==> src/rtl/pico_sim.sv <==
// pico_sim: host-side front end of the Smith-Waterman accelerator.
// It holds the scoring registers written over PicoBus, deframes two-beat
// inbound packets into engine jobs, and queues engine results as
// outbound stream beats.
module pico_sim #(
  parameter int OUT_FIFO_DEPTH = 4,
  parameter int NUM_REGS       = 12
) (
  input  logic         clk,
  input  logic         rst_n,
  input  logic [31:0]  PicoAddr,
  input  logic [31:0]  PicoDataIn,
  input  logic         PicoWr,
  input  logic         PicoRd,
  output logic [31:0]  PicoDataOut,
  input  logic         si_valid,
  input  logic [127:0] si_data,
  output logic         si_rdy,
  output logic         so_valid,
  output logic [127:0] so_data,
  input  logic         so_rdy,
  output logic [383:0] score_params,
  output logic         job_valid,
  input  logic         job_ready,
  output logic [127:0] job_query,
  output logic [15:0]  job_id,
  output logic [31:0]  job_ref_addr,
  output logic [31:0]  job_query_len,
  output logic [31:0]  job_ref_len,
  input  logic         res_valid,
  output logic         res_ready,
  input  logic [15:0]  res_query_id,
  input  logic [31:0]  res_loc
);

  localparam int AW = $clog2(OUT_FIFO_DEPTH);
  localparam logic [31:0] STATUS_ADDR = 32'h0000_0030;

  typedef enum logic [1:0] {HDR = 2'd0, QUERY = 2'd1, ISSUE = 2'd2} state_t;

  state_t        state_r, state_next_s;
  logic [31:0]   regs_r [NUM_REGS];
  logic [31:0]   rdata_r, rd_mux_s;
  logic          si_rdy_r, res_ready_r;
  logic [127:0]  query_r;
  logic [15:0]   id_r;
  logic [31:0]   ref_addr_r, query_len_r, ref_len_r;
  logic [127:0]  mem_r [OUT_FIFO_DEPTH];
  logic [AW:0]   wptr_r, rptr_r, count_r, count_next_s;
  logic          wr_hit_s, push_s, pop_s, si_xfer_s;

  // Flatten the scoring registers onto the parameter bus.
  for (genvar k = 0; k < NUM_REGS; k++) begin : g_params
    assign score_params[32*k +: 32] = regs_r[k];
  end

  assign wr_hit_s  = PicoWr && (PicoAddr[1:0] == 2'b00) && (PicoAddr < 32'(NUM_REGS * 4));
  assign si_xfer_s = si_valid && si_rdy_r;
  assign push_s    = res_valid && res_ready_r;
  assign pop_s     = so_valid && so_rdy;

  // Scoring register file; writes land on the next edge.
  always_ff @(posedge clk or negedge rst_n) begin
    if (!rst_n) begin
      for (int i = 0; i < NUM_REGS; i++) regs_r[i] <= 32'h0;
    end else if (wr_hit_s) begin
      regs_r[PicoAddr[5:2]] <= PicoDataIn;
    end
  end

  // Read decode: scoring registers, STATUS, everything else reads as zero.
  always_comb begin
    rd_mux_s = 32'h0;
    if ((PicoAddr[1:0] == 2'b00) && (PicoAddr < 32'(NUM_REGS * 4))) begin
      rd_mux_s = regs_r[PicoAddr[5:2]];
    end else if (PicoAddr == STATUS_ADDR) begin
      rd_mux_s = {16'h0, 8'(count_r), 7'h0, (state_r == ISSUE)};
    end else begin
      rd_mux_s = 32'h0;
    end
  end

  // Read data is captured on a read strobe and held until the next one.
  always_ff @(posedge clk or negedge rst_n) begin
    if (!rst_n)      rdata_r <= 32'h0;
    else if (PicoRd) rdata_r <= rd_mux_s;
  end

  // Deframer next-state logic.
  always_comb begin
    state_next_s = state_r;
    case (state_r)
      HDR:     if (si_xfer_s) state_next_s = QUERY; else state_next_s = HDR;
      QUERY:   if (si_xfer_s) state_next_s = ISSUE; else state_next_s = QUERY;
      ISSUE:   if (job_ready) state_next_s = HDR;   else state_next_s = ISSUE;
      default: state_next_s = HDR;
    endcase
  end

  // Deframer state plus registered inbound-ready (low in reset and in ISSUE).
  always_ff @(posedge clk or negedge rst_n) begin
    if (!rst_n) begin
      state_r  <= HDR;
      si_rdy_r <= 1'b0;
    end else begin
      state_r  <= state_next_s;
      si_rdy_r <= (state_next_s != ISSUE);
    end
  end

  // Latch header fields and the query beat as they arrive.
  always_ff @(posedge clk or negedge rst_n) begin
    if (!rst_n) begin
      id_r        <= 16'h0;
      ref_addr_r  <= 32'h0;
      query_len_r <= 32'h0;
      ref_len_r   <= 32'h0;
      query_r     <= 128'h0;
    end else if (si_xfer_s && (state_r == HDR)) begin
      id_r        <= si_data[15:0];
      ref_addr_r  <= si_data[63:32];
      query_len_r <= si_data[95:64];
      ref_len_r   <= si_data[127:96];
    end else if (si_xfer_s && (state_r == QUERY)) begin
      query_r     <= si_data;
    end
  end

  // Occupancy after this cycle's push/pop.
  always_comb begin
    count_next_s = count_r;
    case ({push_s, pop_s})
      2'b10:   count_next_s = count_r + 1'b1;
      2'b01:   count_next_s = count_r - 1'b1;
      default: count_next_s = count_r;
    endcase
  end

  // Result FIFO pointers, occupancy and registered not-full.
  always_ff @(posedge clk or negedge rst_n) begin
    if (!rst_n) begin
      wptr_r      <= '0;
      rptr_r      <= '0;
      count_r     <= '0;
      res_ready_r <= 1'b0;
    end else begin
      if (push_s) wptr_r <= wptr_r + 1'b1;
      if (pop_s)  rptr_r <= rptr_r + 1'b1;
      count_r     <= count_next_s;
      res_ready_r <= (count_next_s != (AW + 1)'(OUT_FIFO_DEPTH));
    end
  end

  // Result FIFO storage; each entry is a packed outbound beat.
  always_ff @(posedge clk or negedge rst_n) begin
    if (!rst_n) begin
      for (int i = 0; i < OUT_FIFO_DEPTH; i++) mem_r[i] <= 128'h0;
    end else if (push_s) begin
      mem_r[wptr_r[AW-1:0]] <= {80'h0, res_query_id, res_loc};
    end
  end

  assign PicoDataOut   = rdata_r;
  assign si_rdy        = si_rdy_r;
  assign res_ready     = res_ready_r;
  assign so_valid      = (count_r != '0);
  assign so_data       = mem_r[rptr_r[AW-1:0]];
  assign job_valid     = (state_r == ISSUE);
  assign job_query     = query_r;
  assign job_id        = id_r;
  assign job_ref_addr  = ref_addr_r;
  assign job_query_len = query_len_r;
  assign job_ref_len   = ref_len_r;

endmodule

==> config.mk <==
export PLATFORM = sky130hd
export DESIGN_NAME = pico_sim
export DESIGN_NICKNAME = d
export VERILOG_FILES = /design/src/rtl/pico_sim.sv
export SDC_FILE = /design/constraint.sdc
export NUM_CORES = 1
export LEC_CHECK = 0
export BUFFER_PORTS_ARGS = -buffer_cell sky130_fd_sc_hd__buf_2
export CORE_AREA = 2 2 400 402
export DETAILED_ROUTE_END_ITERATION = 10
export DIE_AREA = 0 0 402 404
export SYNTH_ARGS = -nofsm -noshare
export SYNTH_HDL_FRONTEND = slang
export SYNTH_SLANG_ARGS = --single-unit
==> constraint.sdc <==
create_clock -name clk -period 5.9 [get_ports clk]
set_input_delay 0.295 -clock clk [delete_from_list [all_inputs] [get_ports clk]]
set_output_delay 0.295 -clock clk [all_outputs]
set_load 0.03 [all_outputs]
* After elaboration in Yosys (flattened, before gate mapping)
Index checks and enable logic that the tools add are counted.
** Word-level totals
- Input bits :: 248
- Output and inout bits :: 788
- Memory bits (read-only) :: 0
- Word-level logic and storage cells :: 82
- Register bits :: 1181
- Bits in latches :: 0
- Bits in writable memories :: 0
- Memories :: 0
** Cells by class
- Equality and inequality tests :: 7
- Bitwise gates (word level) :: 4
- Multiplexer cells :: 19
- Reductions and logical operators :: 14
- Shift operators :: 0
- $add $sub $neg :: 4
- Div/mod/pow operators :: 0
- Multiply operators :: 0
- $lt $le $gt $ge :: 6
** Operator list (count)
- $bwmux 512 :: 1
- $bwmux 384 :: 1
- $mux 128 :: 3
- $bmux 128 s2 :: 1
- $demux 128 s2 :: 1
- $bmux 32 s4 :: 1
- $demux 32 s4 :: 1
- $mux 32 :: 4
- $eq 32x6->1 const B :: 1
- $lt 32x6->1 const B :: 1
- $mux 11 :: 1
- $logic_and 1x1->1 :: 10
- $add 3x1->3 const B :: 3
- $ge 3x3->1 const B :: 2
- $not 2->3 :: 2
- $pmux 2 s3 :: 1
- $pmux 3 s2 :: 1
- $ge 5x5->1 const B :: 1
- $lt 5x1->1 const B :: 1
- $not 4->5 :: 1
- $eq 2x1->1 const B :: 2
- $eq 2x2->1 const B :: 2
- $logic_not 2->1 :: 2
- $mux 2 :: 2
- other kinds (8) :: 8

* Logic depth before layout (Yosys ltp)
Gate-level depths: netlist of run 1.
- Depth after elaboration :: 6
- Mapped depth :: 9
- Gate-level depth less buffers :: 9

* Least setup slack after synthesis of run 1
No wires, ideal clock.
- Path kind :: input -> register
- Start :: input PicoAddr[18]
- End :: register regs_r (netlist bit score_params[363])
- Data required time :: 5775 ps
- Stages :: 6
- Slack :: 3770 ps
- Data arrival time :: 2005 ps
- Library setup time :: 125 ps
- Cells stage by stage :: nor4_1 -> nand4_1 -> buf_4 -> nor4b_4 -> buf_2 -> mux2_2
** On the way
- Longest elaborated chain between the ends :: 2
** Ends and longest elaborated chain
- start: declaration :: RTL line 11 : input logic [31:0] PicoAddr,
- $lt 32x6->1 :: RTL line 57 : assign wr_hit_s = PicoWr && (PicoAddr[1:0] == 2'b00) && (PicoAddr < 32'(NUM_REGS * 4));
- $logic_and 1x1->1 :: RTL line 57
- end signal: indexed assignment :: RTL line 67 : regs_r[PicoAddr[5:2]] <= PicoDataIn;
- end: declaration :: RTL line 42 : logic [31:0] regs_r [NUM_REGS];
Every way passes these cells.
A chain may end at the register's enable or synchronous reset.

* Worst setup path after layout of run 1
- Start :: register rptr_r[0]
- End :: output so_data[25]
** On the way
- Longest elaborated chain between the ends :: 4
** Ends and longest elaborated chain
- start: declaration :: RTL line 49 : logic [AW:0] wptr_r, rptr_r, count_r, count_next_s;
- start signal: assignment :: RTL line 148 : if (pop_s) rptr_r <= rptr_r + 1'b1;
- $not 2->3 (implied by the code) :: RTL line 167 : assign so_data = mem_r[rptr_r[AW-1:0]];
- $bmux 128 s2 :: RTL line 167
- $mux 128 (implied by the code) (2 in series) :: RTL line 167
- end: declaration :: RTL line 20 : output logic [127:0] so_data,
Every way passes these cells. The select of a mux whose other input is x is not followed.

==> impl_metrics.tcl, run 1 <==
set metrics [dict create \
    synth_compound_area_share_pct 1.699 \
    min_period_over_period_pct 54.11 \
    first_global_vias 26235 \
    drt_iter0_drc 1469 \
    ir_drop_mv 0.2970 \
    setup_viol 0 \
    synth_edf_count 0 \
    root_buffer "clkbuf_16" \
    max_cap_violations 0 \
    clk_latency_ns 0.72 \
    final-hold-violation-count 0 \
    regToRegSetupSlack_ns 3.33 \
    sequentialPowerShare_pct 36.5 \
    synth_area_um2 36900 \
    relSlewSlack_pct 36.74 \
    slew_violations 0 \
    pwr-share-clk_pct 28.5 \
    synth_seq_area_share_pct 58.26 \
    p_int_w 0.01443 \
    vias 25373 \
    synthTopCellsByCount "dfrtp_1 (859), mux2_2 (749), mux4_2 (115)" \
    cp_max_fo 29 \
    core_um2 157800 \
    cts_buffers 102 \
    avgSynthCellArea_um2 15.74 \
    p_sw_share_pct 36.69 \
    rr_startpoint "si_rdy" \
    grt_usage_pct 17.34 \
    grt_max_degree 158 \
    antenna_found_initial 20 \
    area_growth_pct 33.56 \
    htree_levels 3 \
    end_kind "output port" \
    synth-xor-area-share_pct 0.1662 \
    synthTopCellsByArea "dfrtp_1 (58%), mux2_2 (23%), mux4_2 (7.0%)" \
    cts_setup_buffers 0 \
    start_util_pct 23.38 \
    die_width_um 402 \
    hold_path_class "in2reg" \
    yosys_register_bits 859 \
    wl_per_cell_um 25.69 \
    ant_nets 0 \
    worstSetupPathType "reg2out" \
    synthCells 2344 \
    grt_pass1_wl_mm 203.4 \
    cp.arrival_ns 2.90 \
    num-fill-cells 15928 \
    final_nets 3733 \
    dieArea_um2 162400 \
    fmax_ghz 0.3133 \
    synth.distinct_cells 45 \
    place_congestion 0.8244 \
    io_buffer_count 955 \
    synth_mux_area_share_pct 33.57 \
    period_minus_slack_ns 3.192 \
    power.switching_w 0.008364 \
    yosysTopAreaCell "dfrtp_1" \
    yosys.area_share.adder_pct 0.2238 \
    synth-simple-area-share_pct 2.225 \
    synth_flop_cell "dfrtp_1" \
    layout_setup_ws_ns 2.708 \
    p_leak_nw 24.25 \
    drcViolationCount 0 \
    dp_worst_setup_slack_ns 2.178 \
    cts.sinks 859 \
    pin_count 1036 \
    vias_per_cell 4.499 \
    synth_top_area_share_pct 58.26 \
    combPwrFrac_pct 35.1 \
    status "complete, no violations" \
    synth_most_common_cell "dfrtp_1" \
    drive_above_1_share_pct 58.05 \
    endpoint "so_data[25]" \
    critPathLaunch "rptr_r[0]" \
    cts_tree "done" \
    p_total_w 0.02280 \
    clockBufferDepth 3 \
    critPathRequiredTime_ns 5.61 \
    skew_ns 0.03599 \
    tns_ns 0 \
    synthArstFlopShare_pct 100.0 \
    r2r_end "job_query[83]" \
    ys_warn_count 0 \
    drt_pass1_iterations 5 \
    grt_setup_unrepaired "false" \
    gr-total-overflow 0 \
    die_h_um 404 \
    r2r_cells 5 \
    worstMarginPinSlew_ns 0.9490 \
    crit_path_start_kind "flop" \
    clk_transition_reported_paths_ns 0.06 \
    dp_hpwl_mm 104.7 \
    power_density_nw_per_um2 462.7 \
    finalWirelength_mm 144.9 \
    floorplan.rows 146 \
    synth_top_family_by_area "multiplexers" \
]
how the worst min path moves through the flow:
stage | start | end | depth (start not counted)
after floorplan | rst_n | PicoDataOut[0] | 0
after global placement | rst_n | mem_r[298] | 1
after detailed placement | rst_n | mem_r[426] | 1
after CTS | PicoDataIn[27] | score_params[315] | 2
after global routing | PicoDataIn[0] | score_params[288] | 2
final | PicoDataIn[11] | score_params[299] | 2
critical path: stages, from the launching register on:
cell     delay, ns
dfrtp_4       0.72
buf_4         0.62
mux4_2        0.62
buf_2         0.20
repair_timing:
action	4_1_cts	5_1_grt
setup endpoints to repair	0	0
gates resized for setup	0	0
hold buffers	202	0
endpoints found under the hold margin	761	0
power groups by stage:
stage               logic (W)  clock network (W)  registers [W]
floorplan             0.00391                  0        0.00988
global placement      0.00786                  0        0.00831
detailed placement    0.00796                  0        0.00840
CTS                   0.00809            0.00670        0.00830
global route          0.00840            0.00693        0.00851
finish                0.00799            0.00649        0.00831
cells in the final DEF, fill, tap and decap left out, types with 19 or more instances in the layout:
cell type,netlist,routed
clkbuf_8,0,30
buf_4,89,40
mux2i_1,55,55
dfrtp_1,859,857
buf_2,39,952
clkbuf_16,0,103
o221ai_1,19,19
mux4_2,115,115
o22ai_1,41,41
conb_1,1,80
mux2_1,72,72
dlygate4sd3_1,0,202
inv_1,25,24
mux2_2,749,749
nand2b_1,34,32
sequential cells by signal, indices dropped and copies added (netlist names), 3 cells and up:
signal,cells
count_r,3
mem_r,192
PicoDataOut,32
job_query,128
score_params,384
job_ref_addr,32
job_id,16
job_ref_len,32
job_query_len,32
kinds of logic after synthesis:
| group | Yosys count |
|---|---|
| muxes | 991 |
| DFF | 859 |
| buffers and inverters | 276 |
| and+or+nand+nor | 117 |
| AOI/OAI and AO/OA | 87 |
| xor gates and xnor gates | 7 |
| adders and majority gates | 6 |
| other | 1 |
per-layer routing:
metal  wire length, µm  track usage, %  vias up  part of all wire [%]
met2             66400           26.84      906                    46
met4              3920           4.775        6                   2.7
met1             63710           23.45    13509                    44
met5                37               0        -                 0.026
met3             10850           5.209      207                   7.5
li1                  -               -    10745                     -
metrics by stage:
stage                     hold WS (ns)  std cells  utilization [%]  cell area, µm²
final                          0.09124       5640            31.22           49280
after global routing           0.02693       5635            31.21           49260
after CTS                     0.006708       5633            31.21           49260
after detailed placement        0.4407       5245            27.74           43780
after global placement          0.4412       5245            27.74           43780
after floorplan             -0.0005911       2423                -           37190
final cells by class:
type                       count  area (µm²)  share of cell area (%)
antenna                        7       17.52                 0.03555
clock buffer                 146        3029                   6.147
clock inverter                40       430.4                  0.8735
inverter                      25       93.84                  0.1904
multi-input combinational   1288       14370                   29.15
sequential                   859       21500                   43.63
tap                         2072        2592                   5.261
timing repair buffer        1203        7247                   14.71
(Power assumes the default switching activity.)
==> run 2: changes to the inputs <==
==> constraint.sdc (replaced) <==
create_clock -name clk -period 3 [get_ports clk]
set_input_delay 0.15 -clock clk [delete_from_list [all_inputs] [get_ports clk]]
set_output_delay 0.15 -clock clk [all_outputs]
set_load 0.03 [all_outputs]
==> run 2 against run 1 <==
- sequential cell count did not move
- first-iteration DRC count rose by 19%
- sequential share of layout area fell by 0.69 points
- combinational power rose by 100%
- utilization rose by 0.50 points
- clock skew fell by 0.0083 ns
- power rose by 98%
- via count rose by 0.30%
- critical endpoint is now so_data[12]
- largest power group unchanged
==> impl_metrics.tcl, run 2 (same netlist as run 1, synthesis figures left out) <==
set metrics [dict create \
    status "complete, no violations" \
    hold_path_class "in2reg" \
    core_um2 157800 \
    grt_max_degree 113 \
    final_cell_mix "buf_2 (952), dfrtp_1 (857), mux2_2 (749)" \
    drcViolationCount 0 \
    critPathRequiredTime_ns 2.85 \
    post-route-util_pct 31.72 \
    worst-path-buf-inv 2 \
    ir_drop_mv 0.6120 \
    crit_path_start_kind "flop" \
    p_int_w 0.02846 \
    sequentialPowerShare_pct 36.3 \
    period_minus_slack_ns 2.600 \
    antenna_found_initial 15 \
    largest_register_ffs 384 \
    grt_usage_pct 17.15 \
    dp_hpwl_mm 104.9 \
    drt_pass1_iterations 5 \
    setup_viol 0 \
    ctsResizeCount 0 \
    clk_latency_ns 0.70 \
    relSlewSlack_pct 46.36 \
    die_width_um 402 \
    vias_per_cell 4.474 \
    final_common_cell "buf_2" \
    vias 25450 \
    end_kind "output port" \
    clk_transition_reported_paths_ns 0.06 \
    power.switching_w 0.01656 \
    pwr-share-clk_pct 28.1 \
    power_density_nw_per_um2 899.4 \
    worstSetupPathType "reg2out" \
    io_buffer_count 955 \
    slew_violations 0 \
    p_leak_nw 24.60 \
    fmax_ghz 0.3846 \
    pin_count 1036 \
    path_delay_family "flip-flops" \
    combPwrFrac_pct 35.5 \
    worstPathCellList "buf_4, mux4_2, buf_2" \
    drt_iter0_drc 1741 \
    cts_buffers 101 \
    cp_slowest_stage_delay_ns 0.72 \
    root_buffer "clkbuf_16" \
    worstMarginPinSlew_ns 0.8046 \
    floorplan.rows 146 \
    cp.arrival_ns 2.45 \
    ant_nets 0 \
    skew_ns 0.02771 \
    area_growth_pct 35.69 \
    min_period_over_period_pct 86.67 \
    rr_startpoint "count_r[0]" \
    p_sw_share_pct 36.79 \
    final_nets 3782 \
    tns_ns 0 \
    drive_above_1_share_pct 58.13 \
    finalWirelength_mm 143.3 \
    gr-total-overflow 0 \
    clockBufferDepth 3 \
    hp-start "PicoDataIn[5]" \
    cts_tree "done" \
    place_congestion 0.8195 \
    grt_setup_unrepaired "false" \
    htree_levels 3 \
    grt_pass1_wl_mm 201.8 \
    start_util_pct 23.38 \
    cts.sinks 859 \
    crit_path_top_delay_cell "dfrtp_4" \
    dieArea_um2 162400 \
    final-hold-violation-count 0 \
    critPathLaunch "rptr_r[0]" \
    max_cap_violations 0 \
    cp_max_fo 19 \
    die_h_um 404 \
    first_global_vias 26569 \
    wl_per_cell_um 25.19 \
]
==> run 2: cell count changes in the layout (fill, tap and decap cells not counted), moves of 3 or more <==
cell and change:
clkbuf_1 +4, clkinvlp_4 -4, clkbuf_8 -9, diode_2 +4, buf_12 +33, dlygate4sd3_1 +12
buf_4 +5, clkinv_16 +3
==> run 2: per-layer routing <==
| metal | track usage [%] | vias to the layer above | share of wire (%) |
|---|---|---|---|
| met2 | 26.48 | 918 | 46 |
| met3 | 4.331 | 181 | 7.2 |
| met1 | 23.69 | 13532 | 45 |
| met5 | 0 | - | 0 |
| met4 | 4.894 | 0 | 2.4 |
| li1 | - | 10819 | - |
==> run 2: final timing paths <==
check / cells after the start / slack [ns] / end
worst max-delay path: 3 / 0.40 / so_data[12]
worst min-delay path: 2 / 0.08 / score_params[325]
worst max register to register: 9 / 0.91 / res_ready
worst min register to register: 2 / 0.49 / PicoDataOut[7]
max in group asynchronous: 3 / 1.76 / job_ref_addr[12]
min in group asynchronous: 2 / 0.11 / mem_r[38]
==> run 2: what timing repair did <==
| item | 4_1_cts | 5_1_grt |
|---|---|---|
| hold buffers | 214 | 0 |
| hold endpoints to repair | 892 | 0 |
| setup buffers | 0 | 0 |
| endpoints found under the setup margin | 0 | 0 |
==> run 2: cell type report <==
cell class                 count  area (µm²)
multi-input combinational   1288       14370
clock inverter                40       498.0
sequential                   859       21500
fill                       15808      107800
clock buffer                 141        2920
inverter                      25       93.84
tap                         2072        2592
antenna                       11       27.53
timing repair buffer        1253        8065
==> run 2: metrics by stage <==
step / hold slack, ns / area (µm²) / total power, W / instances / setup WS, ns
after global routing: 0.04984 / 50040 / 0.04702 / 5679 / 0.2314
after floorplan: -0.1456 / 37190 / 0.02713 / 2423 / 0.8869
final: 0.08302 / 50060 / 0.04503 / 5689 / 0.3999
after CTS: 0.006369 / 50040 / 0.04552 / 5678 / 0.2583
after detailed placement: 0.2597 / 44480 / 0.03239 / 5283 / 0.4798
after global placement: 0.2571 / 44480 / 0.03207 / 5283 / 0.5124
==> run 2: power groups by stage <==
stage                     clock network [W]  registers, W  logic (W)
after floorplan                           0        0.0194    0.00770
after global placement                    0        0.0164     0.0157
after detailed placement                  0        0.0165     0.0159
after CTS                            0.0130        0.0163     0.0162
after global routing                 0.0135        0.0167     0.0168
final                                0.0127        0.0164     0.0160
==> run 3: changes to the inputs <==
--- a/config.mk
+++ b/config.mk
@@ -6,9 +6,9 @@
 export NUM_CORES = 1
 export LEC_CHECK = 0
 export BUFFER_PORTS_ARGS = -buffer_cell sky130_fd_sc_hd__buf_2
-export CORE_AREA = 2 2 400 402
+export CORE_AREA = 2 2 399 401
 export DETAILED_ROUTE_END_ITERATION = 10
-export DIE_AREA = 0 0 402 404
+export DIE_AREA = 0 0 401 403
 export SYNTH_ARGS = -nofsm -noshare
 export SYNTH_HDL_FRONTEND = slang
 export SYNTH_SLANG_ARGS = --single-unit
==> run 3 against run 2 <==
- cell area is 0.18% lower
- global-route usage is 0.26 points higher
- largest cell class unchanged
- die area is 0.50% lower
- critical path depth stayed put
- clock skew is 0.0079 ns higher
- critical endpoint is now so_data[8]
- largest power group unchanged
==> impl_metrics.tcl, run 3 (same netlist as run 1, synthesis figures left out) <==
set metrics [dict create \
    status "complete, no violations" \
    vias_per_cell 4.507 \
    clk_transition_reported_paths_ns 0.06 \
    post-route-util_pct 31.73 \
    core_um2 157500 \
    hold_path_class "in2async" \
    drt_pass1_iterations 7 \
    relSlewSlack_pct 45.81 \
    skew_ns 0.03557 \
    start_util_pct 23.43 \
    clk_latency_ns 0.72 \
    gr-total-overflow 0 \
    setup_viol 0 \
    power_density_nw_per_um2 894.6 \
    floorplan.rows 146 \
    ir_drop_mv 0.6492 \
    drcViolationCount 0 \
    dp_hpwl_mm 106.5 \
    p_total_w 0.04471 \
    min_period_over_period_pct 89.52 \
    final_common_cell "buf_2" \
    ant_nets 0 \
    cp_max_fo 21 \
    dpl_cell_area_um2 44470 \
    die_width_um 401 \
    wl_per_cell_um 25.42 \
    pin_count 1036 \
    grt_setup_unrepaired "false" \
    worstMarginPinSlew_ns 0.8129 \
    crit_path_start_kind "flop" \
    final_cell_area_um2 49970 \
    fmax_ghz 0.3723 \
    finalWirelength_mm 144.6 \
    hold_slack_ns 0.04783 \
    vias 25629 \
    cp.arrival_ns 2.54 \
    area_growth_pct 35.44 \
    cts.sinks 859 \
    first_global_vias 27186 \
    end_kind "output port" \
    dieArea_um2 161600 \
    grt_max_degree 113 \
    drive_above_1_share_pct 57.98 \
    cts_tree "done" \
    antenna_found_initial 24 \
    largest_register_ffs 384 \
    clockBufferDepth 3 \
    final_nets 3784 \
    p_leak_nw 24.56 \
    worstSetupPathType "reg2out" \
    drt_iter0_drc 1535 \
    max_cap_violations 0 \
    root_buffer "clkbuf_16" \
    final-hold-violation-count 0 \
    io_buffer_count 955 \
    place_congestion 0.8547 \
    cts_setup_buffers 0 \
    htree_levels 3 \
    grt_usage_pct 17.41 \
    critPathRequiredTime_ns 2.85 \
    grt_pass1_wl_mm 204.7 \
    period_minus_slack_ns 2.686 \
    die_h_um 403 \
    cts_buffers 99 \
    final_cell_mix "buf_2 (952), dfrtp_1 (857), mux2_2 (749)" \
    slew_violations 0 \
    tns_ns 0 \
]
==> run 3: cell type report <==
| class | count | area, µm² |
|---|---|---|
| clock inverters | 30 | 399.1 |
| inverters | 25 | 93.84 |
| fillers | 15755 | 107500 |
| repair buffers | 1257 | 8053 |
| well taps | 2072 | 2592 |
| flip-flops and latches | 859 | 21500 |
| multi-input cells | 1288 | 14370 |
| clock buffers | 151 | 2955 |
| diodes | 5 | 12.51 |
==> run 3: final timing paths <==
| path | from | to | slack [ns] | cells past startpoint |
|---|---|---|---|---|
| hold / removal | rst_n | job_ref_len[6] | 0.05 | 2 |
| hold reg to reg | PicoDataOut[7] | PicoDataOut[7] | 0.49 | 2 |
| min in group clk | PicoDataIn[7] | score_params[327] | 0.11 | 2 |
| max in group asynchronous | rst_n | score_params[371] | 1.96 | 3 |
| setup / recovery | rptr_r[0] | so_data[8] | 0.31 | 3 |
| setup reg to reg | count_r[0] | res_ready | 0.92 | 8 |
==> run 3: per-stage QoR <==
step                instances  worst slack [ns]
finish                   5687            0.3143
global route             5683            0.1583
CTS                      5682            0.1671
detailed placement       5288            0.5393
global placement         5288            0.5472
floorplan                2423            0.8869
==> run 3: worst max-delay path, stage by stage (launching register included) <==
cell	delay (ns)
dfrtp_4	0.74
buf_4	0.30
mux4_2	0.57
buf_2	0.20
==> run 3: power breakdown <==
part | leakage (nW) | switching, W | internal, W
clock network | 1.64 | 0.00515 | 0.00726
logic | 11.9 | 0.00952 | 0.00640
registers | 11.0 | 0.00168 | 0.0147
==> run 3: timing repair <==
action / 4_1_cts / 5_1_grt
resized for setup: 0 / 0
hold buffers: 213 / 0
endpoints found under the hold margin: 1205 / 0
==> run 3: routing by layer <==
metal  wire, µm  GRT usage, %  vias to the layer above  part of all wire [%]
met4       4354         5.965                        2                   3.0
li1           -             -                    10830                     -
met2      67100         27.49                      935                    46
met5          7             0                        -                0.0048
met3      10590         4.679                      201                   7.3
met1      62530         22.99                    13661                    43
